<file path="config.mk">
export PLATFORM = sky130hd
export DESIGN_NAME = alu_param_core_flat
export DESIGN_NICKNAME = d
export VERILOG_FILES = /design/src/rtl/alu_param_core_pkg.sv /design/src/rtl/alu_param_core_if.sv /design/src/rtl/alu_param_core_irq_ctrl.sv /design/src/rtl/alu_param_core.sv /design/src/flat_wrapper.sv
export SDC_FILE = /design/constraint.sdc
export NUM_CORES = 1
export LEC_CHECK = 0
export ABC_AREA = 1
export CAP_MARGIN = 0
export CORE_UTILIZATION = 30
export DETAILED_ROUTE_END_ITERATION = 12
export PLACE_DENSITY = 0.45
export SLEW_MARGIN = 20
export SYNTH_ARGS = -nofsm -noshare
export SYNTH_HDL_FRONTEND = slang
export SYNTH_HIERARCHICAL = 1
export SYNTH_SLANG_ARGS = --single-unit
</file>
<file path="constraint.sdc">
create_clock -name alu_clk -period 3 [get_ports alu_clk]
set_input_delay 0.3 -clock alu_clk [delete_from_list [all_inputs] [get_ports alu_clk]]
set_output_delay 0.3 -clock alu_clk [all_outputs]
set_load 0.05 [all_outputs]
</file>
<file path="src/rtl/alu_param_core_pkg.sv">
// Shared types and reset-time match constants for the parameterised ALU core.
// Operation encodings, interrupt index type and default match table.
package alu_param_core_pkg;

    typedef enum logic [1:0] {
        OP_A_AND  = 2'b00,
        OP_A_NAND = 2'b01,
        OP_A_OR   = 2'b10,
        OP_A_XOR  = 2'b11
    } alu_op_a_e;

    typedef enum logic [1:0] {
        OP_B_XNOR = 2'b00,
        OP_B_AND  = 2'b01,
        OP_B_NOR  = 2'b10,
        OP_B_OR   = 2'b11
    } alu_op_b_e;

    typedef logic [2:0] irq_idx_t;

    localparam int MATCH_ENTRIES = 8;

    // Reset value of each match register, indexed by {mode, op}; callers resize to DATA_W.
    function automatic logic [7:0] default_match(input irq_idx_t idx);
        logic [7:0] val;
        case (idx)
            3'd0:    val = 8'hFF;
            3'd1:    val = 8'h00;
            3'd2:    val = 8'hF8;
            3'd3:    val = 8'h83;
            3'd4:    val = 8'hF1;
            3'd5:    val = 8'hF4;
            3'd6:    val = 8'hF5;
            3'd7:    val = 8'hFF;
            default: val = 8'h00;
        endcase
        return val;
    endfunction

endpackage

</file>
<file path="src/rtl/alu_param_core_if.sv">
// Operation, configuration and result bundle between the bus front-end and the ALU core.
interface alu_param_core_if #(
    parameter int DATA_W = 8,
    parameter int CNT_W  = 8
);
    logic              alu_enable;
    logic              alu_enable_a;
    logic              alu_enable_b;
    logic [1:0]        alu_op_a;
    logic [1:0]        alu_op_b;
    logic [DATA_W-1:0] alu_in_a;
    logic [DATA_W-1:0] alu_in_b;
    logic              alu_irq_clr;
    logic              cfg_we;
    logic [2:0]        cfg_idx;
    logic [DATA_W-1:0] cfg_data;
    logic [DATA_W-1:0] alu_out;
    logic              alu_out_vld;
    logic              alu_irq;
    logic [2:0]        alu_irq_src;
    logic [CNT_W-1:0]  alu_irq_cnt;

    modport master (
        output alu_enable, alu_enable_a, alu_enable_b, alu_op_a, alu_op_b,
               alu_in_a, alu_in_b, alu_irq_clr, cfg_we, cfg_idx, cfg_data,
        input  alu_out, alu_out_vld, alu_irq, alu_irq_src, alu_irq_cnt
    );

    modport slave (
        input  alu_enable, alu_enable_a, alu_enable_b, alu_op_a, alu_op_b,
               alu_in_a, alu_in_b, alu_irq_clr, cfg_we, cfg_idx, cfg_data,
        output alu_out, alu_out_vld, alu_irq, alu_irq_src, alu_irq_cnt
    );

endinterface

</file>
<file path="src/rtl/alu_param_core_irq_ctrl.sv">
// Sticky interrupt flag with first-source capture and a saturating event counter.
// Clear takes priority over a simultaneous match but never touches the counter.
module alu_param_core_irq_ctrl
    import alu_param_core_pkg::*;
#(
    parameter int CNT_W = 8
) (
    input  logic             clk,
    input  logic             rst,
    input  logic             clr,
    input  logic             hit,
    input  irq_idx_t         hit_idx,
    output logic             irq,
    output irq_idx_t         irq_src,
    output logic [CNT_W-1:0] irq_cnt
);

    logic             irq_d, irq_q;
    irq_idx_t         src_d, src_q;
    logic [CNT_W-1:0] cnt_d, cnt_q;

    // Next-state for flag, source and counter.
    always_comb begin
        irq_d = irq_q;
        src_d = src_q;
        cnt_d = cnt_q;
        if (clr) begin
            irq_d = 1'b0;
            src_d = 3'd0;
        end else if (hit) begin
            irq_d = 1'b1;
            // Only the rising edge of the flag records who caused it.
            if (!irq_q) begin
                src_d = hit_idx;
            end else begin
                src_d = src_q;
            end
            if (cnt_q != {CNT_W{1'b1}}) begin
                cnt_d = cnt_q + {{(CNT_W-1){1'b0}}, 1'b1};
            end else begin
                cnt_d = cnt_q;
            end
        end else begin
            irq_d = irq_q;
        end
    end

    // State registers with synchronous reset.
    always_ff @(posedge clk) begin
        if (rst) begin
            irq_q <= 1'b0;
            src_q <= 3'd0;
            cnt_q <= '0;
        end else begin
            irq_q <= irq_d;
            src_q <= src_d;
            cnt_q <= cnt_d;
        end
    end

    assign irq     = irq_q;
    assign irq_src = src_q;
    assign irq_cnt = cnt_q;

endmodule

</file>
<file path="src/rtl/alu_param_core.sv">
// Two-mode bitwise ALU with registered result and per-operation match registers
// feeding the interrupt controller.
module alu_param_core
    import alu_param_core_pkg::*;
#(
    parameter int DATA_W = 8,
    parameter int CNT_W  = 8
) (
    input logic             alu_clk,
    input logic             alu_rst,
    alu_param_core_if.slave bus
);

    logic              legal_s;
    irq_idx_t          idx_s;
    logic [DATA_W-1:0] result_s;
    logic              hit_s;
    logic [DATA_W-1:0] out_d, out_q;
    logic              vld_d, vld_q;
    logic [DATA_W-1:0] match_d [MATCH_ENTRIES];
    logic [DATA_W-1:0] match_q [MATCH_ENTRIES];

    assign legal_s = bus.alu_enable & (bus.alu_enable_a ^ bus.alu_enable_b);
    assign idx_s   = bus.alu_enable_b ? {1'b1, bus.alu_op_b} : {1'b0, bus.alu_op_a};

    // Operation mux for whichever mode is selected.
    always_comb begin
        result_s = '0;
        if (bus.alu_enable_b) begin
            case (alu_op_b_e'(bus.alu_op_b))
                OP_B_XNOR: result_s = ~(bus.alu_in_a ^ bus.alu_in_b);
                OP_B_AND:  result_s = bus.alu_in_a & bus.alu_in_b;
                OP_B_NOR:  result_s = ~(bus.alu_in_a | bus.alu_in_b);
                OP_B_OR:   result_s = bus.alu_in_a | bus.alu_in_b;
                default:   result_s = '0;
            endcase
        end else begin
            case (alu_op_a_e'(bus.alu_op_a))
                OP_A_AND:  result_s = bus.alu_in_a & bus.alu_in_b;
                OP_A_NAND: result_s = ~(bus.alu_in_a & bus.alu_in_b);
                OP_A_OR:   result_s = bus.alu_in_a | bus.alu_in_b;
                OP_A_XOR:  result_s = bus.alu_in_a ^ bus.alu_in_b;
                default:   result_s = '0;
            endcase
        end
    end

    // Compare against the pre-write match value, so a same-cycle cfg write is not seen.
    assign hit_s = legal_s & (result_s == match_q[idx_s]);

    // Output register next-state: clear beats a legal op, illegal ops hold.
    always_comb begin
        out_d = out_q;
        vld_d = 1'b0;
        if (bus.alu_irq_clr) begin
            out_d = '0;
        end else if (legal_s) begin
            out_d = result_s;
            vld_d = 1'b1;
        end else begin
            out_d = out_q;
        end
    end

    // Match register file write port.
    always_comb begin
        match_d = match_q;
        if (bus.cfg_we) begin
            match_d[bus.cfg_idx] = bus.cfg_data;
        end else begin
            match_d = match_q;
        end
    end

    // Result and match registers.
    always_ff @(posedge alu_clk) begin
        if (alu_rst) begin
            out_q <= '0;
            vld_q <= 1'b0;
            for (int i = 0; i < MATCH_ENTRIES; i++) begin
                match_q[i] <= DATA_W'(default_match(irq_idx_t'(i)));
            end
        end else begin
            out_q   <= out_d;
            vld_q   <= vld_d;
            match_q <= match_d;
        end
    end

    alu_param_core_irq_ctrl #(.CNT_W(CNT_W)) u_irq_ctrl (
        .clk     (alu_clk),
        .rst     (alu_rst),
        .clr     (bus.alu_irq_clr),
        .hit     (hit_s),
        .hit_idx (idx_s),
        .irq     (bus.alu_irq),
        .irq_src (bus.alu_irq_src),
        .irq_cnt (bus.alu_irq_cnt)
    );

    assign bus.alu_out     = out_q;
    assign bus.alu_out_vld = vld_q;

endmodule
</file>
<file path="src/flat_wrapper.sv">
// flat-port wrapper written by rule: the top's interface ports become plain ports
module alu_param_core_flat import alu_param_core_pkg::*;
#(
    parameter int DATA_W = 8,
    parameter int CNT_W  = 8
)
  (alu_clk, alu_rst, bus_alu_enable, bus_alu_enable_a, bus_alu_enable_b, bus_alu_op_a, bus_alu_op_b, bus_alu_in_a, bus_alu_in_b, bus_alu_irq_clr, bus_cfg_we, bus_cfg_idx, bus_cfg_data, bus_alu_out, bus_alu_out_vld, bus_alu_irq, bus_alu_irq_src, bus_alu_irq_cnt);
  alu_param_core_if #(.DATA_W(DATA_W), .CNT_W(CNT_W)) bus_i ();
  input logic alu_clk;
  input logic alu_rst;
  input wire logic [$bits(bus_i.alu_enable)-1:0] bus_alu_enable;
  input wire logic [$bits(bus_i.alu_enable_a)-1:0] bus_alu_enable_a;
  input wire logic [$bits(bus_i.alu_enable_b)-1:0] bus_alu_enable_b;
  input wire logic [$bits(bus_i.alu_op_a)-1:0] bus_alu_op_a;
  input wire logic [$bits(bus_i.alu_op_b)-1:0] bus_alu_op_b;
  input wire logic [$bits(bus_i.alu_in_a)-1:0] bus_alu_in_a;
  input wire logic [$bits(bus_i.alu_in_b)-1:0] bus_alu_in_b;
  input wire logic [$bits(bus_i.alu_irq_clr)-1:0] bus_alu_irq_clr;
  input wire logic [$bits(bus_i.cfg_we)-1:0] bus_cfg_we;
  input wire logic [$bits(bus_i.cfg_idx)-1:0] bus_cfg_idx;
  input wire logic [$bits(bus_i.cfg_data)-1:0] bus_cfg_data;
  output wire logic [$bits(bus_i.alu_out)-1:0] bus_alu_out;
  output wire logic [$bits(bus_i.alu_out_vld)-1:0] bus_alu_out_vld;
  output wire logic [$bits(bus_i.alu_irq)-1:0] bus_alu_irq;
  output wire logic [$bits(bus_i.alu_irq_src)-1:0] bus_alu_irq_src;
  output wire logic [$bits(bus_i.alu_irq_cnt)-1:0] bus_alu_irq_cnt;
  assign bus_i.alu_enable = bus_alu_enable;
  assign bus_i.alu_enable_a = bus_alu_enable_a;
  assign bus_i.alu_enable_b = bus_alu_enable_b;
  assign bus_i.alu_op_a = bus_alu_op_a;
  assign bus_i.alu_op_b = bus_alu_op_b;
  assign bus_i.alu_in_a = bus_alu_in_a;
  assign bus_i.alu_in_b = bus_alu_in_b;
  assign bus_i.alu_irq_clr = bus_alu_irq_clr;
  assign bus_i.cfg_we = bus_cfg_we;
  assign bus_i.cfg_idx = bus_cfg_idx;
  assign bus_i.cfg_data = bus_cfg_data;
  assign bus_alu_out = bus_i.alu_out;
  assign bus_alu_out_vld = bus_i.alu_out_vld;
  assign bus_alu_irq = bus_i.alu_irq;
  assign bus_alu_irq_src = bus_i.alu_irq_src;
  assign bus_alu_irq_cnt = bus_i.alu_irq_cnt;
  alu_param_core #(.DATA_W(DATA_W), .CNT_W(CNT_W)) u_core (.alu_clk(alu_clk), .alu_rst(alu_rst), .bus(bus_i));
endmodule
</file>
# Word-level counts from Yosys, hierarchy flattened
# Index checks and enable logic that the tools add are counted.
# totals
ff_bits	85
latchBits	0
ram_bits	0
rom_bits	0
in_bits	38
memories	0
# classes
addsub	1
n_mul	0
n_div	0
n_lt_le_gt_ge	3
eq_ne	8
shifts	0
muxes	11
bitwise_logic	13
n_reduce_logical	6
# op_table
cell	n
$bwmux 64	1
$pmux 8 s4	2
$mux 8	4
$bmux 8 s3	1
$demux 8 s3	1
$not 8->8	3
$add 8x1->8 const B	1
$and 8x8->8	1
$eq 2x2->1 const B	4
$eq 8x8->1	1
$ge 4x4->1 const B	2
$ne 8x8->1 const B	1
$not 3->4	2
$or 8x8->8	1
$xor 8x8->8	1
$eq 2x1->1 const B	2
$logic_not 2->1	2
$lt 4x1->1 const B	1
$mux 3	1
$reduce_and 3->1	1
$and 1x1->1	2
$not 1->1	2
$reduce_and 2->1	1
$reduce_or 2->1	1
other kinds (3)	3

# Logic depth before layout (Yosys ltp)
# depth
word_depth	8
depth_mapped	21
depth_no_buf	20

# Modules after synthesis
# The synthesis kept the hierarchy.
# by_module_without_submodules
mod	n_inst	cells_per_inst	area_per_inst_um2	seq_area_each_um2
alu_param_core	1	683	4357.9	1461.4
alu_param_core_irq_ctrl	1	94	636.9	240.2

# Worst setup path before layout
# No wires, ideal clock.
# synth_path
path_kind	input-to-reg
start	input bus_alu_enable_b
end	register u_core.u_irq_ctrl.cnt_q[4], in the netlist u_core/u_irq_ctrl/irq_cnt[4]
setup_time_ps	117
arrival_time_ps	2059
setup_slack_ps	824
path_stages	19
path_buffers	3
path_cell_list	buf_6 -> inv_4 -> buf_6 -> nand2_8 -> nand2_4 -> buf_6 -> nand2_1 -> nand3_1 -> nand3_1 -> nand2_1 -> nand3_1 -> nand2_1 -> nand3_1 -> nor2_1 -> nand2_2 -> nor3_1 -> nand3_1 -> nand2_1 -> nor2_1
# synth_via
elab_chain_len	8
# synth_lines
item	line	text
from (decl)	flat_wrapper.sv:13	input wire logic [$bits(bus_i.alu_enable_b)-1:0] bus_alu_enable_b;
$mux 3	alu_param_core.sv:24	assign idx_s = bus.alu_enable_b ? {1'b1, bus.alu_op_b} : {1'b0, bus.alu_op_a};
$not 3->4 (not written as such)	alu_param_core.sv:49	assign hit_s = legal_s & (result_s == match_q[idx_s]);
$bmux 8 s3	alu_param_core.sv:49	
$mux 8 (not written as such) (2 in series)	alu_param_core.sv:49	
$eq 8x8->1	alu_param_core.sv:49	
$and 1x1->1 *	alu_param_core.sv:49	
net u_core.hit_s	alu_param_core.sv:17	logic hit_s;
$reduce_and 3->1 (no line) *	-	
to (signal assigned)	alu_param_core_irq_ctrl.sv:57	cnt_q <= cnt_d;
to (decl)	alu_param_core_irq_ctrl.sv:20	logic [CNT_W-1:0] cnt_d, cnt_q;
# The timed path passes the listed nets; every way through them passes the cells marked *. The select of a mux whose other input is x is not followed.
# A chain may end at the register's enable or synchronous reset.

# Worst setup path in the final report
# Same ends and word-level chain as after synthesis.

==> metrics.cfg <==
[die]
die_y_um=131.0
rows=46
core_sq_um=16060
start_util_pct=31.10
die_area_sq_um=17170
die-width_um=131.0
io_pins=59

[timing]
maxSlewHeadroom_pct=57.14
slew_violations=0
finalHoldViolations=0
timing.final.crit_period_ps=2635
setup_viol=0
skew_ps=6.373
timing.final.crit_share_pct=87.83
rsz0062_at_grt=no
worst_slew_pin_slew_ps=643.0
hold_ws_ps=457.8
max_freq_mhz=379.5

[detailed_routing]
routed_via_density=4.779
drt_iter0_drc=376
ant_nets=0
num_vias=5061
dr.pass1.iters=5
routed_wl_mm=15.53
wl_per_cell_um=14.66
drc_errors=0

[worst_setup_path]
cp.required_ps=3230
cp-end-kind=flop
path_class=primary input to flop
cp_max_fo=31
critPathLaunchType=primary input
cp.arrival_ps=2870

[global_routing]
grt_util_met1_pct=25.30
grt_pass1_wl_mm=25.74
grtUsageTotal_pct=19.62
grt_util_met2_pct=32.93
grt_max_degree=65
gr-usage-met3_pct=3.542
grt-ovfl-total=0
antenna_found_initial=0
grt_pass1_vias=4959
global_route.peak_usage_layer=met2

[placed_design]
place_inst=1043
hpwl_mm=11.31
port_buffers=58
gp_congestion=0.8312
placed_area_sq_um=5892

[final_layout]
final_common_cell=nand2_1
finalInstanceArea_sq_um=6196
final_cell_mix=219 x nand2_1, 125 x nand3_1, 109 x nor2_1
syn_to_final_growth_pct=24.05
n_antenna_cell=0
postLayoutCoreUtil_pct=38.59
drive_above_1_share_pct=8.897
nets=893
instances_no_fill=1059

[synth]
yosys_warnings=6
seq_area_frac_synth_pct=34.07
synth_cells=777
syn_nets=832
ys_types=35
ys_ff_latch=85
avgSynthCellArea_sq_um=6.428
netlist_area_sq_um=4995

[pwr]
power_density_nw_per_um2=460.4
clock_power_share_pct=39.9
power_switching_share_pct=28.52
ir_drop_mv=0.3978
power.leakage_uw=0.002936
p_int_uw=2039
power_switching_uw=813.4
p_seq_share_pct=41.6
share_comb_of_total_power_pct=18.5

[cts]
holdBufCountCts=0
cts.sinks=85
clk_path_buf_depth=2
clkTransAtPathRegs_ps=60
worstSkewPairLatency_ps=340
htree_levels=3
cts-buffers-inserted=9
root_buffer=clkbuf_16
cts_tree=yes

[job]
cap_violations=0

[outcome]
outcome=complete, no violations

[min_path]
hold_path.class=flop to flop

[power groups by stage]
stage                     registers [uW]  clock network (uW)  logic [uW]
after global routing                1190                1220         598
after CTS                           1190                1180         531
final                               1190                1140         528
after detailed placement            1210                   0         528
after floorplan                     1220                   0         327
after global placement              1210                   0         526
[cells by family after synthesis]
group	synth area share (%)
and+or+nand+nor	43.21
buffers and inverters	9.544
DFF	34.07
AOI/OAI and AO/OA	8.743
adders and majority gates	4.258
xor gates and xnor gates	0.1754
[what timing repair did]
item / 4_1_cts / 5_1_grt
setup buffers: 0 / 0
gates resized for setup: 0 / 1
setup endpoints to repair: 0 / 5
[layer usage]
layer / part of all wire [%] / up-vias / wire [um]
met4: 1.9 / 0 / 298
met3: 5.5 / 22 / 858
met1: 46 / 2292 / 7187
li1: - / 2607 / -
met5: 0 / - / 0
met2: 46 / 140 / 7185
[worst max-delay path, stage by stage]
cell,delay [ps]
clkdlybuf4s50_1,520
buf_12,190
inv_4,80
nand2_4,100
nand2_2,70
buf_12,160
nand2_1,70
nand3_1,100
nand3_1,130
nand2_1,70
nand2_1,50
nand2_1,50
nor2_1,100
nand3_1,100
nor2_2,190
nand2_2,130
nor3_1,190
nand3_1,90
nand2_1,70
nor2_1,40
[synth_stat cells]
library cell  number  area share [%]
nor2_4             4            0.90
buf_4              4            0.60
or2_2              1            0.13
o21ai_0           47             4.7
inv_2              5            0.38
o211ai_1           3            0.45
nand3_1          125              13
a21o_1             1            0.15
a21oi_1           21             2.1
nand3_2            9             1.8
nand2_8            1            0.40
buf_6              5             1.1
nand4_1            1            0.13
nor2_2             1            0.13
buf_2              7            0.70
o21a_1             1            0.15
o22ai_1            3            0.38
nand3b_1           1            0.15
ha_1              17             4.3
nand2_2            7            0.88
clkinv_1           2            0.15
dfxtp_1           85              34
o21ai_2            1            0.18
o21ai_1            3            0.30
inv_1             68             5.1
nand2_1          219              16
nor3_1             1            0.10
xnor2_1            1            0.18
buf_1              8            0.60
o21ai_4            1            0.33
nand2_4            6             1.4
nor2_1           110             8.3
inv_4              1            0.13
clkbuf_1           6            0.45
buf_8              1            0.30
[metrics by stage]
step	power, uW	setup TNS (ps)	worst slack (ps)
2_1_floorplan	1547	0	823.8
3_3_place_gp	1737	-212.9	-72.14
3_5_place_dp	1739	-457.8	-106.7
4_1_cts	2898	0	252.2
5_1_grt	3009	0	13.14
6_report	2852	0	365.1
[layout make-up]
class                           count  area, sq um
Inverter                           76        287.8
Fill cell                        1695         9862
Multi-Input combinational cell    585         2819
Timing Repair Buffer               81        815.8
Sequential cell                    85         1702
Clock buffer                       12        246.5
Clock inverter                      4        55.05
Tap cell                          216        270.3
[registers in the layout, indices dropped and copies added, names as in the netlist]
register                   cells
u_core/u_irq_ctrl/irq          1
u_core/bus.alu_out_vld         1
u_core/match_q                64
u_core/u_irq_ctrl/irq_src      3
u_core/u_irq_ctrl/irq_cnt      8
u_core/bus.alu_out             8
[path summary, 6_finish.rpt]
path / start / to / slack [ps] / cells past startpoint
setup / recovery: bus_alu_enable_b / u_core/u_irq_ctrl/irq_cnt[4] / 370 / 20
hold / removal: u_core/match_q[13] / u_core/match_q[13] / 460 / 2
setup reg to reg: u_core/match_q[47] / u_core/u_irq_ctrl/irq_cnt[4] / 1090 / 15
hold reg to reg: u_core/match_q[13] / u_core/match_q[13] / 460 / 2
(Power assumes the default switching activity.)
==> edit (same settings) <==
The package constant `MATCH_ENTRIES` goes from 8 to 4.
--- a/src/rtl/alu_param_core_pkg.sv
+++ b/src/rtl/alu_param_core_pkg.sv
@@ -18,7 +18,7 @@
 
     typedef logic [2:0] irq_idx_t;
 
-    localparam int MATCH_ENTRIES = 8;
+    localparam int MATCH_ENTRIES = 4;
 
     // Reset value of each match register, indexed by {mode, op}; callers resize to DATA_W.
     function automatic logic [7:0] default_match(input irq_idx_t idx);
Check against the original RTL: not equivalent (a bounded check fails within 4 cycles, from zero or initial values and one cycle with alu_rst high).
==> edit against the original RTL <==
Sequential cell count fell by 32; total power fell by 39%; cell count fell by 26%; critical path type unchanged; worst setup slack got worse by 0.029 ns; design area fell by 28%; die area fell by 29%; routed wire length fell by 35%; largest cell class unchanged; largest power group unchanged; synthesized area fell by 29%.
==> edit: results (changes against the original RTL) <==
* Setup ws final at 0.336 ns (-0.0294 ns)
* Worst Path Max Fanout at 8 (-74%)
* Met3 usage at 2.35% (-1.2 points)
* Status: finished, final reports clean
* DRT Wirelength at 10200 um (-35%)
* DP Wirelength at 7940 um (-30%)
* Share of layout cells above drive strength 1 at 7.29% (-1.6 points)
* Routability cong. at 0.846 (+1.8%)
* Combinational share of power at 23.0% (+4.5 points)
* CTS H-tree depth at 2 (-1)
* Total GRT Usage at 17.2% (-2.4 points)
* CP startpoint: bus_alu_op_a[0]
* Capturing point of the worst reg2reg path: u_core/u_irq_ctrl/irq_cnt[7]
* Internal at 1.22 mW (-40%)
* First-pass GRT wire length at 17300 um (-33%)
* Count of cell types in the netlist at 28 (-20%)
* Metal2 WL at 4760 um (-34%)
* Worst EP arrival at 2.86 ns (about the same)
* Syn Nets at 634 (-24%)
* RR Startpoint: u_core/match_q[25]
* Post-Place Cells at 780 (-25%)
* Number of fill cells in the layout at 1227 (-28%)
* DR vias at 3673 (-27%)
* Sequential area share after synthesis at 29.9% (-4.1 points)
* Pre-CTS setup slack at 0.0192 ns (+0.126 ns)
* Clk_lat worst skew at 0.29 ns (-0.05 ns)
* Max reg flops at 32 (-50%)
* Clk_skew at 0.00858 ns (+0.00221 ns)
* Area contributors post-synth: dfxtp_1 30%, nand2_1 18%, nand3_1 8.8%
* WL met1 at 4950 um (-31%)
* NetSw at 0.534 mW (-34%)
* Initial drt markers at 193 (-49%)
* CTS buffer count at 5 (-4)
* Vias in the first global route at 3488 (-30%)
* Mapped Cells at 579 (-25%)
* Max transition margin at 44.0% (-13 points)
* Maximum number of pins on one net before global-route repair at 32 (-51%)
* Max incr delay on CP at 0.58 ns (+0.06 ns)
* Detailed Routing Iterations Pass 1 at 6 (+1)
* Worst IR drop on VDD at 0.225 mV (-43%)
* M1 GR Usage at 22.9% (-2.4 points)
* Vias per cell at 4.66 (-2.5%)
* Pleak at 2.19 nW (-25%)
* Hold WS at 0.456 ns (-0.00207 ns)
* Setup slack, reg-to-reg at 1.11 ns (+0.02 ns)
* P_clk at 0.616 mW (-46%)
==> edit: changes by cell type in the layout (fill, tap and decap cells not counted), moves of 3 or more <==
cell	delta
clkbuf_16	-4
dfxtp_1	-32
nor2_1	-34
o211ai_1	+3
nand2_2	-3
buf_4	-4
a21oi_1	+5
o21ai_0	-8
nand2_1	-45
nand3_2	-8
nand3_1	-63
inv_1	+4
buf_12	-4
==> edit: cell type report <==
cell class | instances | area, um2 | area share, %
Clock buffer | 6 | 139 | 3.09
Clock inverter | 2 | 16.3 | 0.362
Inverter | 83 | 317 | 7.05
Multi-Input combinational cell | 428 | 2070 | 46.2
Sequential cell | 53 | 1060 | 23.6
Tap cell | 143 | 179 | 3.99
Timing Repair Buffer | 73 | 706 | 15.7
==> edit: kinds of logic after synthesis <==
family / share of synthesized area, %
adder cells (fa/ha/maj): 6.00
AO/OA/AOI/OAI: 12.4
flip-flops: 29.9
buffers and inverters: 11.6
AND/OR/NAND/NOR: 40.0
